`src/rtl/inst_loader.sv`:
```
// Boot-time instruction loader: turns a length-prefixed little-endian byte stream
// into instruction RAM writes and holds the core in reset until the image is in.
module inst_loader #(
    parameter int w = 32,
    parameter int h = 8
) (
    input  logic         clk,
    input  logic         rst,
    input  logic         start,
    input  logic [7:0]   rx_data,
    input  logic         rx_valid,
    output logic         rx_ready,
    output logic         is_write,
    output logic [w-1:0] im_addr,
    output logic [w-1:0] im_inst,
    output logic         busy,
    output logic         done,
    output logic         err,
    output logic         core_hold,
    output logic [h:0]   word_cnt
);

    typedef enum logic [2:0] {
        IDLE,
        LEN_LO,
        LEN_HI,
        DATA,
        DONE,
        ERR
    } state_t;

    localparam logic [16:0] MAX_WORDS = 17'(2**h);

    state_t       state_q, state_d;
    logic [15:0]  len_q, len_d;
    logic [1:0]   lane_q, lane_d;
    logic [23:0]  buf_q, buf_d;
    logic         wr_q, wr_d;
    logic [w-1:0] addr_q, addr_d;
    logic [w-1:0] inst_q, inst_d;
    logic [h:0]   cnt_q, cnt_d;
    logic         done_q, done_d;

    logic         accept;
    logic [15:0]  len_full;
    logic [16:0]  cnt_inc;

    assign rx_ready  = (state_q == LEN_LO) || (state_q == LEN_HI) || (state_q == DATA);
    assign busy      = rx_ready;
    assign accept    = rx_valid && rx_ready;
    assign len_full  = {rx_data, len_q[7:0]};
    assign cnt_inc   = 17'(cnt_q) + 17'd1;

    assign is_write  = wr_q;
    assign im_addr   = addr_q;
    assign im_inst   = inst_q;
    assign word_cnt  = cnt_q;
    assign done      = done_q;
    assign err       = (state_q == ERR);
    assign core_hold = ~done_q;

    always_comb begin
        state_d = state_q;
        len_d   = len_q;
        lane_d  = lane_q;
        buf_d   = buf_q;
        wr_d    = 1'b0;
        addr_d  = addr_q;
        inst_d  = inst_q;
        cnt_d   = cnt_q;
        done_d  = 1'b0;

        case (state_q)
            IDLE, DONE, ERR: begin
                // done rises one cycle after DONE is entered so the last write has retired
                done_d = (state_q == DONE) && !start;
                if (start) begin
                    state_d = LEN_LO;
                    cnt_d   = '0;
                    lane_d  = '0;
                end
            end
            LEN_LO: begin
                if (accept) begin
                    len_d[7:0] = rx_data;
                    state_d    = LEN_HI;
                end
            end
            LEN_HI: begin
                if (accept) begin
                    len_d[15:8] = rx_data;
                    if (len_full == 16'd0) begin
                        state_d = DONE;
                    end else if ({1'b0, len_full} > MAX_WORDS) begin
                        state_d = ERR;
                    end else begin
                        state_d = DATA;
                    end
                end
            end
            DATA: begin
                if (accept) begin
                    lane_d = lane_q + 2'd1;
                    case (lane_q)
                        2'd0: buf_d[7:0]   = rx_data;
                        2'd1: buf_d[15:8]  = rx_data;
                        2'd2: buf_d[23:16] = rx_data;
                        default: begin
                            wr_d   = 1'b1;
                            inst_d = w'({rx_data, buf_q});
                            addr_d = w'(cnt_q) << 2;
                            cnt_d  = cnt_inc[h:0];
                            if (cnt_inc == {1'b0, len_q}) begin
                                state_d = DONE;
                            end
                        end
                    endcase
                end
            end
            default: state_d = IDLE;
        endcase
    end

    always_ff @(posedge clk) begin
        if (rst) begin
            state_q <= IDLE;
            len_q   <= '0;
            lane_q  <= '0;
            buf_q   <= '0;
            wr_q    <= 1'b0;
            addr_q  <= '0;
            inst_q  <= '0;
            cnt_q   <= '0;
            done_q  <= 1'b0;
        end else begin
            state_q <= state_d;
            len_q   <= len_d;
            lane_q  <= lane_d;
            buf_q   <= buf_d;
            wr_q    <= wr_d;
            addr_q  <= addr_d;
            inst_q  <= inst_d;
            cnt_q   <= cnt_d;
            done_q  <= done_d;
        end
    end

endmodule

```
`config.mk`:
```
export PLATFORM = sky130hd
export DESIGN_NAME = inst_loader
export DESIGN_NICKNAME = d
export VERILOG_FILES = /design/src/rtl/inst_loader.sv
export SDC_FILE = /design/constraint.sdc
export NUM_CORES = 1
export LEC_CHECK = 0
export CAP_MARGIN = 20
export CELL_PAD_IN_SITES_DETAIL_PLACEMENT = 0
export CELL_PAD_IN_SITES_GLOBAL_PLACEMENT = 2
export CORE_MARGIN = 5
export CORE_UTILIZATION = 27
export CTS_BUF_LIST = sky130_fd_sc_hd__clkbuf_8
export DETAILED_ROUTE_END_ITERATION = 7
export PLACE_DENSITY_LB_ADDON = 0.1
export SLEW_MARGIN = 20
export SYNTH_ARGS = -nofsm -noshare
export SYNTH_HDL_FRONTEND = slang
export SYNTH_SLANG_ARGS = --single-unit
```
`constraint.sdc`:
```
create_clock -name clk -period 1.9 [get_ports clk]
set_input_delay 0.19 -clock clk [delete_from_list [all_inputs] [get_ports clk]]
set_output_delay 0.19 -clock clk [all_outputs]
set_load 0.01 [all_outputs]
```
# After elaboration in Yosys (flattened, before gate mapping)
# Index checks and enable logic that the tools add are counted.
dict set report classes {
  n_reduce_logical 22
  n_eq_ne 14
  addsub 2
  magnitude_cmp 1
  muxes 17
  bitwise_logic 5
}
# operator n
set ops {}
lappend ops {{two-way mux 9 bit} 3}
lappend ops {{two-way mux 3 bit} 8}
lappend ops {{one-hot mux 9 bit (2 select lines)} 1}
lappend ops {{equality test 10 x 16 -> 1 bit} 1}
lappend ops {{greater-than comparator 16 x 9 -> 1 bit (second input constant)} 1}
lappend ops {{logical NOT 16 bit} 1}
lappend ops {{AND reduction 3 bit} 5}
lappend ops {{one-hot mux 3 bit (4 select lines)} 1}
lappend ops {{adder 9 x 1 -> 10 bit (second input constant)} 1}
lappend ops {{inequality test 2 bit (second input constant)} 5}
lappend ops {{OR reduction 3 bit} 3}
lappend ops {{equality test 3 x 2 -> 1 bit (second input constant)} 2}
lappend ops {{equality test 3 bit (second input constant)} 2}
lappend ops {{AND reduction 6 bit} 1}
lappend ops {{inverter 1 bit} 5}
lappend ops {{two-way mux 2 bit} 2}
lappend ops {{one-hot mux 2 bit (2 select lines)} 1}
lappend ops {{AND reduction 2 bit} 2}
lappend ops {{AND reduction 4 bit} 1}
lappend ops {{equality test 3 x 1 -> 1 bit (second input constant)} 1}
lappend ops {{logical NOT 3 bit} 1}
lappend ops {{adder 2 x 1 -> 2 bit (second input constant)} 1}
lappend ops {{equality test 2 x 1 -> 1 bit (second input constant)} 1}
lappend ops {{equality test 2 bit (second input constant)} 1}
lappend ops {{other kinds (8)} 10}
dict set report word_totals {
  output_inout_bits 79
  ff_bits 97
}

# Logic depth before layout (Yosys ltp)
# Gate-level depths: netlist of run 1.
dict set report depth {
  ltp_word 6
  mapped_depth 8
  mapped_depth_nobuf 7
}

# Worst setup path before layout of run 1
# Ideal clock, no wire load.
dict set report synth_path {
  path_kind {reg-to-reg}
  start {register cnt_q[0], in the netlist word_cnt[0]}
  end {register state_q[0]}
  path_stages_with_launch 8
  path_slack_ns -0.085
  path_buffers 0
  required_time_ns 1.769
  synth_period_minus_slack_ns 1.985
  arrival_time_ns 1.854
  cell_sequence {dfxtp_1 > ha_1 > nand3_1 > or3_1 > a211oi_2 > a41oi_2 > a211oi_1 > nor3_1}
}
dict set report synth_between {
  elab_chain_len 4
}
# element line
set synth_lines {}
lappend synth_lines {{start, declared} 41} ;# logic [h:0] cnt_q, cnt_d;
lappend synth_lines {{start signal, assigned} 143} ;# cnt_q <= cnt_d;
lappend synth_lines {{adder 9 x 1 -> 10 bit} 52} ;# assign cnt_inc = 17'(cnt_q) + 17'd1;
lappend synth_lines {{equality test 10 x 16 -> 1 bit} 113} ;# if (cnt_inc == {1'b0, len_q}) begin
lappend synth_lines {{inequality test 2 x 1 -> 1 bit (no source line)} -}
lappend synth_lines {{AND reduction 6 bit (no source line)} -}
lappend synth_lines {{end signal, assigned} 136} ;# state_q <= state_d;
lappend synth_lines {{end, declared} 34} ;# state_t state_q, state_d;
# No other way between the ends.
# A chain may end at the register's enable or synchronous reset.

# Worst setup path in the final report of run 1
dict set report layout_path {
  start {register cnt_q[0], in the netlist word_cnt[0]}
  end {register state_q[2]}
}
# Same word-level chain as after synthesis.

==> results.toml, run 1 <==
[sta]
rsz0062_at_grt = "true"
period_share = 0.991
skew_ps = 9.13
maxSlewViolCount = 0
final-hold-violation-count = 0
finalSetupViolations = 0
fin_setup_tns_ps = 0
fmax_mhz = 531
layout_setup_ws_ps = 17.2
finalCriticalPeriod_ps = 1880

[global_route]
grt_overflow = 0
grt_busiest_layer = "met2"
gr-usage-met1 = 0.197
grt_pass1_vias = 3647
grt_pass1_wl_mm = 20.0
grt_use_met3 = 0.0271
grt_max_degree = 98
grt_usage = 0.140
antenna_found_initial = 0
met2_usage = 0.211

[place]
numPortBuffers = 67
routabilityCongestion = 0.852
dpl_worst_slack_ps = 13.2
placed_area_um2 = 5300
hpwl_mm = 9.07

[logic_synthesis]
synth.area.top_cells = "dfxtp_1, nand2_1, a21oi_1"
synth_edf_count = 0
seq_area_frac_synth = 0.458
post-synth-top-count-cell = "nand2_1"
async_reset_ff_frac = 0
syn_inst = 536
syn_area_um2 = 4240
syn_avg_cell_area_um2 = 7.92
synth_commonest_cells = "nand2_1, dfxtp_1, a21oi_1"
ys_warn_count = 0
ys_types = 49
synth_top_area_frac = 0.458
ys_ff_latch = 97
yosys.area.top_type = "dfxtp_1"
synth_ff_type = "dfxtp_1"

[pwr]
p_leak_uw = 0.00196
powerDensity_nw_per_um2 = 737
vdd_ir_drop_max_mv = 0.301

[clock_tree]
clk_pin_slew_ps = 100
cts_made_buffers = 9
cts_tree = "built"
cts-root-buf = "clkbuf_8"
cts_num_sinks = 97
insertion_delay_ps = 380
cts-htree-levels = 3
clk_path_buf_depth = 2

[worst_setup_path]
crit_path_top_delay_cell = "dfxtp_2"
worst_setup_path_end_kind = "register"
crit_type = "reg -> reg"
cp-start-kind = "register"
cp.arrival_ps = 2160
cp_top_family = "compound AO/OA/AOI/OAI gates"
path_buf_inv = 1
worstPathCellList = "ha_2 > buf_4 > nand2b_4 > a21o_1 > a31o_1 > a41oi_2 > nor2_1 > o2111a_1"
cp_max_fo = 4
slowest_delay_ps = 340
required_ps = 2180

[drt]
drtAntennaViolNets = 0
wire_per_inst_um = 14.9
avgViaCountPerCell = 4.55
drt_iter0_markers = 187
routed_wl_mm = 12.6
dr.pass1.iters = 4
drc = 0
vias = 3848

[die]
die_w_um = 135
num_io_pins = 91
std_cell_rows = 45
die_area_um2 = 18300
die_y_um = 135
initial_core_util = 0.277
core_area_um2 = 15300

[run]
max_cap_viol_count = 0

[hold_path]
holdCritPathClass = "in -> reg"

[final_layout]
insertedDiodeCount = 0
drive_gt1_frac = 0.143
area_growth_syn_to_layout_pct = 31.8
nets = 647
n_fill_cell = 1676
final_area_um2 = 5590

[run_status]
status = "finished clean"
-- cell families after synthesis --
family / after synthesis / synth area share
other: 1 / 0.000884
muxes: 9 / 0.0212
xor gates and xnor gates: 11 / 0.0227
buffers and inverters: 68 / 0.0899
AOI/OAI and AO/OA: 118 / 0.158
DFF: 97 / 0.458
and+or+nand+nor: 227 / 0.234
adders and majority gates: 5 / 0.0147
-- cells in the final DEF (no fill, tap or decap), types with 3 or more instances in the layout --
cell / n
inv_1: 4
dfxtp_1: 92
conb_1: 23
clkbuf_8: 9
clkdlybuf4s50_1: 65
a211oi_2: 3
nand4_1: 5
buf_6: 3
nor3_1: 4
nand2b_1: 3
nand2_1: 136
and3_1: 4
o21ai_0: 10
buf_4: 52
mux2i_1: 9
nor2_1: 23
inv_6: 4
nand3_1: 31
dfxtp_2: 5
ha_1: 4
nor4_1: 5
xnor2_1: 7
a21oi_1: 85
xor2_1: 4
-- tightest hold or removal path, delay by kind of cell --
family,cells,cell delay [ps]
buffers and inverters,2,330
AOI/OAI and AO/OA,1,150
-- layout make-up --
class                   count  area (um^2)  share of cell area
well taps                 211          264              0.0472
inverters                   5         22.5             0.00403
clock buffers               9          124              0.0221
clock inverters             7         75.1              0.0134
repair buffers            124         1130               0.202
multi-input cells         393         2030               0.363
flip-flops and latches     97         1950               0.348
-- routing by layer --
layer,vias to the layer above,share of wire
met5,-,0
met4,0,0.015
met3,13,0.038
met2,78,0.44
met1,1809,0.51
li1,1948,-
-- per-stage QoR --
stage / cells / power [uW] / utilization / hold WS (ps)
3_3_place_gp: 823 / 2720 / 0.346 / 442
2_1_floorplan: 558 / 2520 / - / 326
5_1_grt: 846 / 4320 / 0.365 / 340
6_report: 846 / 4120 / 0.365 / 335
4_1_cts: 840 / 4170 / 0.360 / 321
3_5_place_dp: 823 / 2730 / 0.346 / 446
-- state kept, by name (all words and copies together), names as in the netlist, 2 cells and up --
signal    count
im_addr       9
lane_q        2
buf_q        24
len_q        16
im_inst      32
word_cnt      9
state_q       3
-- path summary, 6_finish.rpt --
| check | start | end | slack, ps | cells after the start |
|---|---|---|---|---|
| max | word_cnt[0]$_SDFFE_PP0P_ | state_q[2]$_SDFFE_PP0P_ | 20 | 8 |
| min | rst | im_inst[12]$_SDFFE_PP0P_ | 330 | 3 |
| min reg2reg | im_inst[21]$_SDFFE_PP0P_ | im_inst[21]$_SDFFE_PP0P_ | 460 | 2 |
| max reg2reg | word_cnt[0]$_SDFFE_PP0P_ | state_q[2]$_SDFFE_PP0P_ | 20 | 8 |
-- power by group --
part	switching [uW]	internal, uW	total, uW
logic	338	250	588
clock network	808	624	1430
registers	33.1	2070	2100
total	1180	2940	4120
-- what timing repair did --
action / CTS / global route
endpoints found under the setup margin: 1 / 6
buffers inserted: 1 / 6
resized for setup: 1 / 12
pin swaps: 0 / 7
hold buffers: 0 / 0
hold endpoints to repair: 0 / 0
Power figures use the tool's default switching activity.
==> run 2, diff against run 1 <==
SETUP_SLACK_MARGIN = 0.02   (was not set)
==> run 2 against run 1 <==
Against the previous run:
- critical path depth is the same
- non-clock buffer count is the same
- register-to-register slack is essentially flat
- largest cell class unchanged
- critical endpoint unchanged
- worst hold slack is essentially flat
- sequential power is essentially flat
==> results.toml, run 2 (synthesized netlist as in run 1, its figures left out) <==
[run_status]
status = "finished clean"

[sta]
maxSlewViolCount = 0
finalSetupViolations = 0
rsz0062_at_grt = "true"
skew_ps = 9.13
period_share = 0.991
timing.hold.ws_ps = 335
fmax_mhz = 531
finalCriticalPeriod_ps = 1880
final-hold-violation-count = 0
fin_setup_tns_ps = 0

[drt]
dr.pass1.iters = 4
vias = 3848
drc = 0
wire_per_inst_um = 14.9
drtAntennaViolNets = 0
routed_wl_mm = 12.6
drt_iter0_markers = 187
avgViaCountPerCell = 4.55

[run]
max_cap_viol_count = 0

[final_layout]
largest_register_ffs = 32
final_cell_mix = "nand2_1, dfxtp_1, a21oi_1, clkdlybuf4s50_1, buf_4"
drive_gt1_frac = 0.143
n_fill_cell = 1676
fin_util = 0.366
nets = 647
final_common_cell = "nand2_1"
area_growth_syn_to_layout_pct = 32.0
insertedDiodeCount = 0

[clock_tree]
cts-htree-levels = 3
insertion_delay_ps = 380
clk_path_buf_depth = 2
clk_pin_slew_ps = 100
cts_num_sinks = 97
cts_made_buffers = 9
hold_buffers = 0
cts-root-buf = "clkbuf_8"
cts_tree = "built"

[worst_setup_path]
required_ps = 2180
r2r_end = "state_q[2]$_SDFFE_PP0P_"
cp.arrival_ps = 2160
endpoint = "state_q[2]$_SDFFE_PP0P_"
cp-start-kind = "register"
regToRegStartpoint = "word_cnt[0]$_SDFFE_PP0P_"
crit_path_start = "word_cnt[0]$_SDFFE_PP0P_"
ff2ff_path_depth = 8
r2r_slack_ps = 20
worst_setup_path_end_kind = "register"
cp_max_fo = 4
crit_type = "reg -> reg"

[pwr]
power.switching_uw = 1180
vdd_ir_drop_max_mv = 0.301
pwr-share-clk = 0.348
p_leak_uw = 0.00199
internal_power_uw = 2940
power_frac_seq = 0.510
combPwrFrac = 0.142
powerDensity_nw_per_um2 = 736
p_sw_frac = 0.286

[die]
core_area_um2 = 15300
std_cell_rows = 45
die_area_um2 = 18300
die_y_um = 135
die_w_um = 135
initial_core_util = 0.277
num_io_pins = 91

[place]
numPortBuffers = 67
routabilityCongestion = 0.852
hpwl_mm = 9.07

[global_route]
grt_max_degree = 98
grt_pass1_vias = 3647
grt_usage = 0.140
grt_pass1_wl_mm = 20.0
antenna_found_initial = 0
grt_overflow = 0

[hold_path]
holdCritPathClass = "in -> reg"
[run 2: cell types whose count changed in the layout (fill, tap and decap cells not counted)]
cell and change:
clkdlybuf4s50_1 -2, dlymetal6s2s_1 +2
[run 2: final cells by class]
type | count | area, um^2 | share of cell area
clock buffer | 9 | 124 | 0.0221
sequential | 97 | 1950 | 0.348
multi-input combinational | 393 | 2030 | 0.362
inverter | 5 | 22.5 | 0.00402
tap | 211 | 264 | 0.0472
clock inverter | 7 | 75.1 | 0.0134
timing repair buffer | 124 | 1140 | 0.203
[run 2: worst min-delay path by stage]
stage,from,end,slack (ps),depth (start not counted)
floorplan,rx_data[1],len_q[1]$_SDFFE_PP0P_,330,2
global placement,im_addr[4]$_SDFFE_PP0P_,im_addr[4]$_SDFFE_PP0P_,440,2
detailed placement,im_inst[21]$_SDFFE_PP0P_,im_inst[21]$_SDFFE_PP0P_,450,2
CTS,rst,word_cnt[8]$_SDFFE_PP0P_,320,3
global route,rst,im_inst[12]$_SDFFE_PP0P_,340,3
finish,rst,im_inst[12]$_SDFFE_PP0P_,330,3
[run 2: worst max-delay path, stage by stage (launching register included)]
cell and delay, ps:
dfxtp_2 340, ha_2 190, buf_4 150, nand2b_4 130
a21o_1 170, a31o_1 200, a41oi_2 260, nor2_1 80
o2111a_1 250
[run 2: layer usage]
metal / track usage / wire [um] / share of wire / vias to the layer above
met2: 0.211 / 5570 / 0.44 / 78
met1: 0.197 / 6380 / 0.51 / 1809
li1: - / - / - / 1948
met5: 0 / 0 / 0 / -
met3: 0.0271 / 475 / 0.038 / 13
met4: 0.0515 / 186 / 0.015 / 0
[run 2: timing repair]
action | CTS | global route
resized for setup | 2 | 13
endpoints found under the setup margin | 1 | 6
setup buffers | 1 | 6
pin swaps | 0 | 7
[run 2: power groups by stage]
stage,Combinational [uW],Clock (uW),Sequential (uW)
5_1_grt,643,1560,2110
3_3_place_gp,575,0,2150
4_1_cts,585,1490,2100
6_report,585,1430,2100
3_5_place_dp,576,0,2150
2_1_floorplan,378,0,2140
[run 2: through the flow]
step / total power, uW / instance area [um^2] / instances / setup slack (ps)
floorplan: 2520 / 4330 / 558 / 41.3
global placement: 2720 / 5300 / 823 / 41.4
detailed placement: 2730 / 5300 / 823 / 13.2
CTS: 4170 / 5510 / 840 / 21.4
global route: 4310 / 5600 / 846 / -89.8
finish: 4120 / 5600 / 846 / 17.2
==> run 3, diff against run 2 <==
CORE_UTILIZATION = 30   (was 27)
CTS_CLUSTER_DIAMETER = 30   (was not set)
clock period = 1.8 ns   (was 1.9 ns; I/O delays follow)
==> run 3 against run 2 <==
Against the previous run:
- the flow now finishes with violations (negative setup slack)
- register-to-register slack worse by 60 ps
- clock-buffer cell count unchanged
- critical path depth unchanged
- design area down 0.58%
- fmax up 2.4%
- die area down 9.3%
- non-clock buffer count down 3
- clock power up 11%
- power up 6.8%
- largest power group unchanged
==> results.toml, run 3 (synthesized netlist as in run 1, its figures left out) <==
[clock_tree]
cts-htree-levels = 3
cts_num_sinks = 97
cts-root-buf = "clkbuf_8"
clk_pin_slew_ps = 100
clk_path_buf_depth = 2
insertion_delay_ps = 380
hold_buffers = 0
cts_tree = "built"
cts_made_buffers = 9

[drt]
routed_wl_mm = 12.3
drc = 0
wire_per_inst_um = 15.2
drt_iter0_markers = 201
drtAntennaViolNets = 0
avgViaCountPerCell = 4.66
dr.pass1.iters = 4
vias = 3782

[global_route]
grt_pass1_vias = 3673
grt_usage = 0.148
grt_pass1_wl_mm = 19.4
grt_max_degree = 98
antenna_found_initial = 0
grt_overflow = 0

[die]
num_io_pins = 91
initial_core_util = 0.306
die_y_um = 129
std_cell_rows = 43
die_w_um = 129
die_area_um2 = 16600
core_area_um2 = 13900

[place]
routabilityCongestion = 0.795
numPortBuffers = 67
hpwl_mm = 8.70

[pwr]
finalPower_uw = 4400
pwr-share-clk = 0.361
power.switching_uw = 1190
vdd_ir_drop_max_mv = 0.398
p_leak_uw = 0.00195
combPwrFrac = 0.130
power_frac_seq = 0.509
internal_power_uw = 3210
powerDensity_nw_per_um2 = 790
p_sw_frac = 0.271

[sta]
rsz0062_at_grt = "true"
layout_setup_ws_ps = -39.3
fin_setup_tns_ps = -62.1
maxSlewViolCount = 0
skew_ps = 10.0
final-hold-violation-count = 0
finalCriticalPeriod_ps = 1840
period_share = 1.02
finalSetupViolations = 3
fmax_mhz = 544
timing.hold.ws_ps = 286

[run]
max_cap_viol_count = 0

[hold_path]
holdCritPathClass = "in -> reg"

[run_status]
status = "complete, but fails checks"
violations = "negative setup slack"

[final_layout]
nets = 644
drive_gt1_frac = 0.144
largest_register_ffs = 32
insertedDiodeCount = 0
final_cell_mix = "nand2_1, dfxtp_1, a21oi_1, clkdlybuf4s50_1, buf_4"
area_growth_syn_to_layout_pct = 31.2
final_common_cell = "nand2_1"
fin_util = 0.401

[worst_setup_path]
cp-start-kind = "register"
worst_setup_path_end_kind = "register"
crit_type = "reg -> reg"
cp.arrival_ps = 2110
required_ps = 2070
cp_max_fo = 4
-- run 3: changes by cell type in the layout (fill, tap and decap cells not counted), moves of 2 or more --
cell / change
buf_4: -3
dlygate4sd2_1: +3
dlymetal6s2s_1: -3
dfxtp_4: +2
inv_6: -2
o21ai_0: -2
-- run 3: metal layers --
layer / share of wire / GRT usage / up-vias
li1: - / - / 1947
met1: 0.49 / 0.204 / 1756
met2: 0.46 / 0.230 / 66
met3: 0.043 / 0.0448 / 13
met4: 0.0096 / 0.0340 / 0
met5: 0 / 0 / -
-- run 3: layout make-up --
type	instances	area [um^2]
Tap cell	180	225
Clock inverter	6	90.1
Sequential cell	97	1950
Fill cell	1436	8310
Inverter	5	18.8
Clock buffer	9	124
Multi-Input combinational cell	393	2050
Timing Repair Buffer	121	1100
-- run 3: final timing paths --
| path | slack, ps | start | endpoint | cells past startpoint |
|---|---|---|---|---|
| max | -40 | word_cnt[1]$_SDFFE_PP0P_ | state_q[2]$_SDFFE_PP0P_ | 8 |
| min reg2reg | 460 | im_inst[7]$_SDFFE_PP0P_ | im_inst[7]$_SDFFE_PP0P_ | 2 |
| max reg2reg | -40 | word_cnt[1]$_SDFFE_PP0P_ | state_q[2]$_SDFFE_PP0P_ | 8 |
| min | 290 | rst | im_inst[13]$_SDFFE_PP0P_ | 3 |
-- run 3: critical path, stage by stage (launching register included) --
cell	delay, ps
dfxtp_4	370
ha_4	170
buf_6	110
nand2b_4	130
a21o_1	150
a31o_1	190
a41oi_2	300
nor2_1	70
o2111a_1	240
-- run 3: power groups by stage --
stage	Clock, uW	Combinational, uW	Sequential [uW]
detailed placement	0	574	2290
global route	1730	630	2250
CTS	1650	565	2240
global placement	0	572	2290
finish	1590	573	2240
floorplan	0	398	2250
-- run 3: timing repair --
item | 4_1_cts | 5_1_grt
buffers inserted | 3 | 1
gates resized for setup | 11 | 10
endpoints found under the setup margin | 6 | 24
pin swaps | 9 | 1
-- run 3: stage by stage --
stage	setup WS [ps]	cells	area (um^2)
floorplan	21.6	558	4350
global placement	-92.2	792	5270
detailed placement	-78.6	792	5270
CTS	-19.9	810	5530
global route	-152	811	5570
finish	-39.3	811	5570
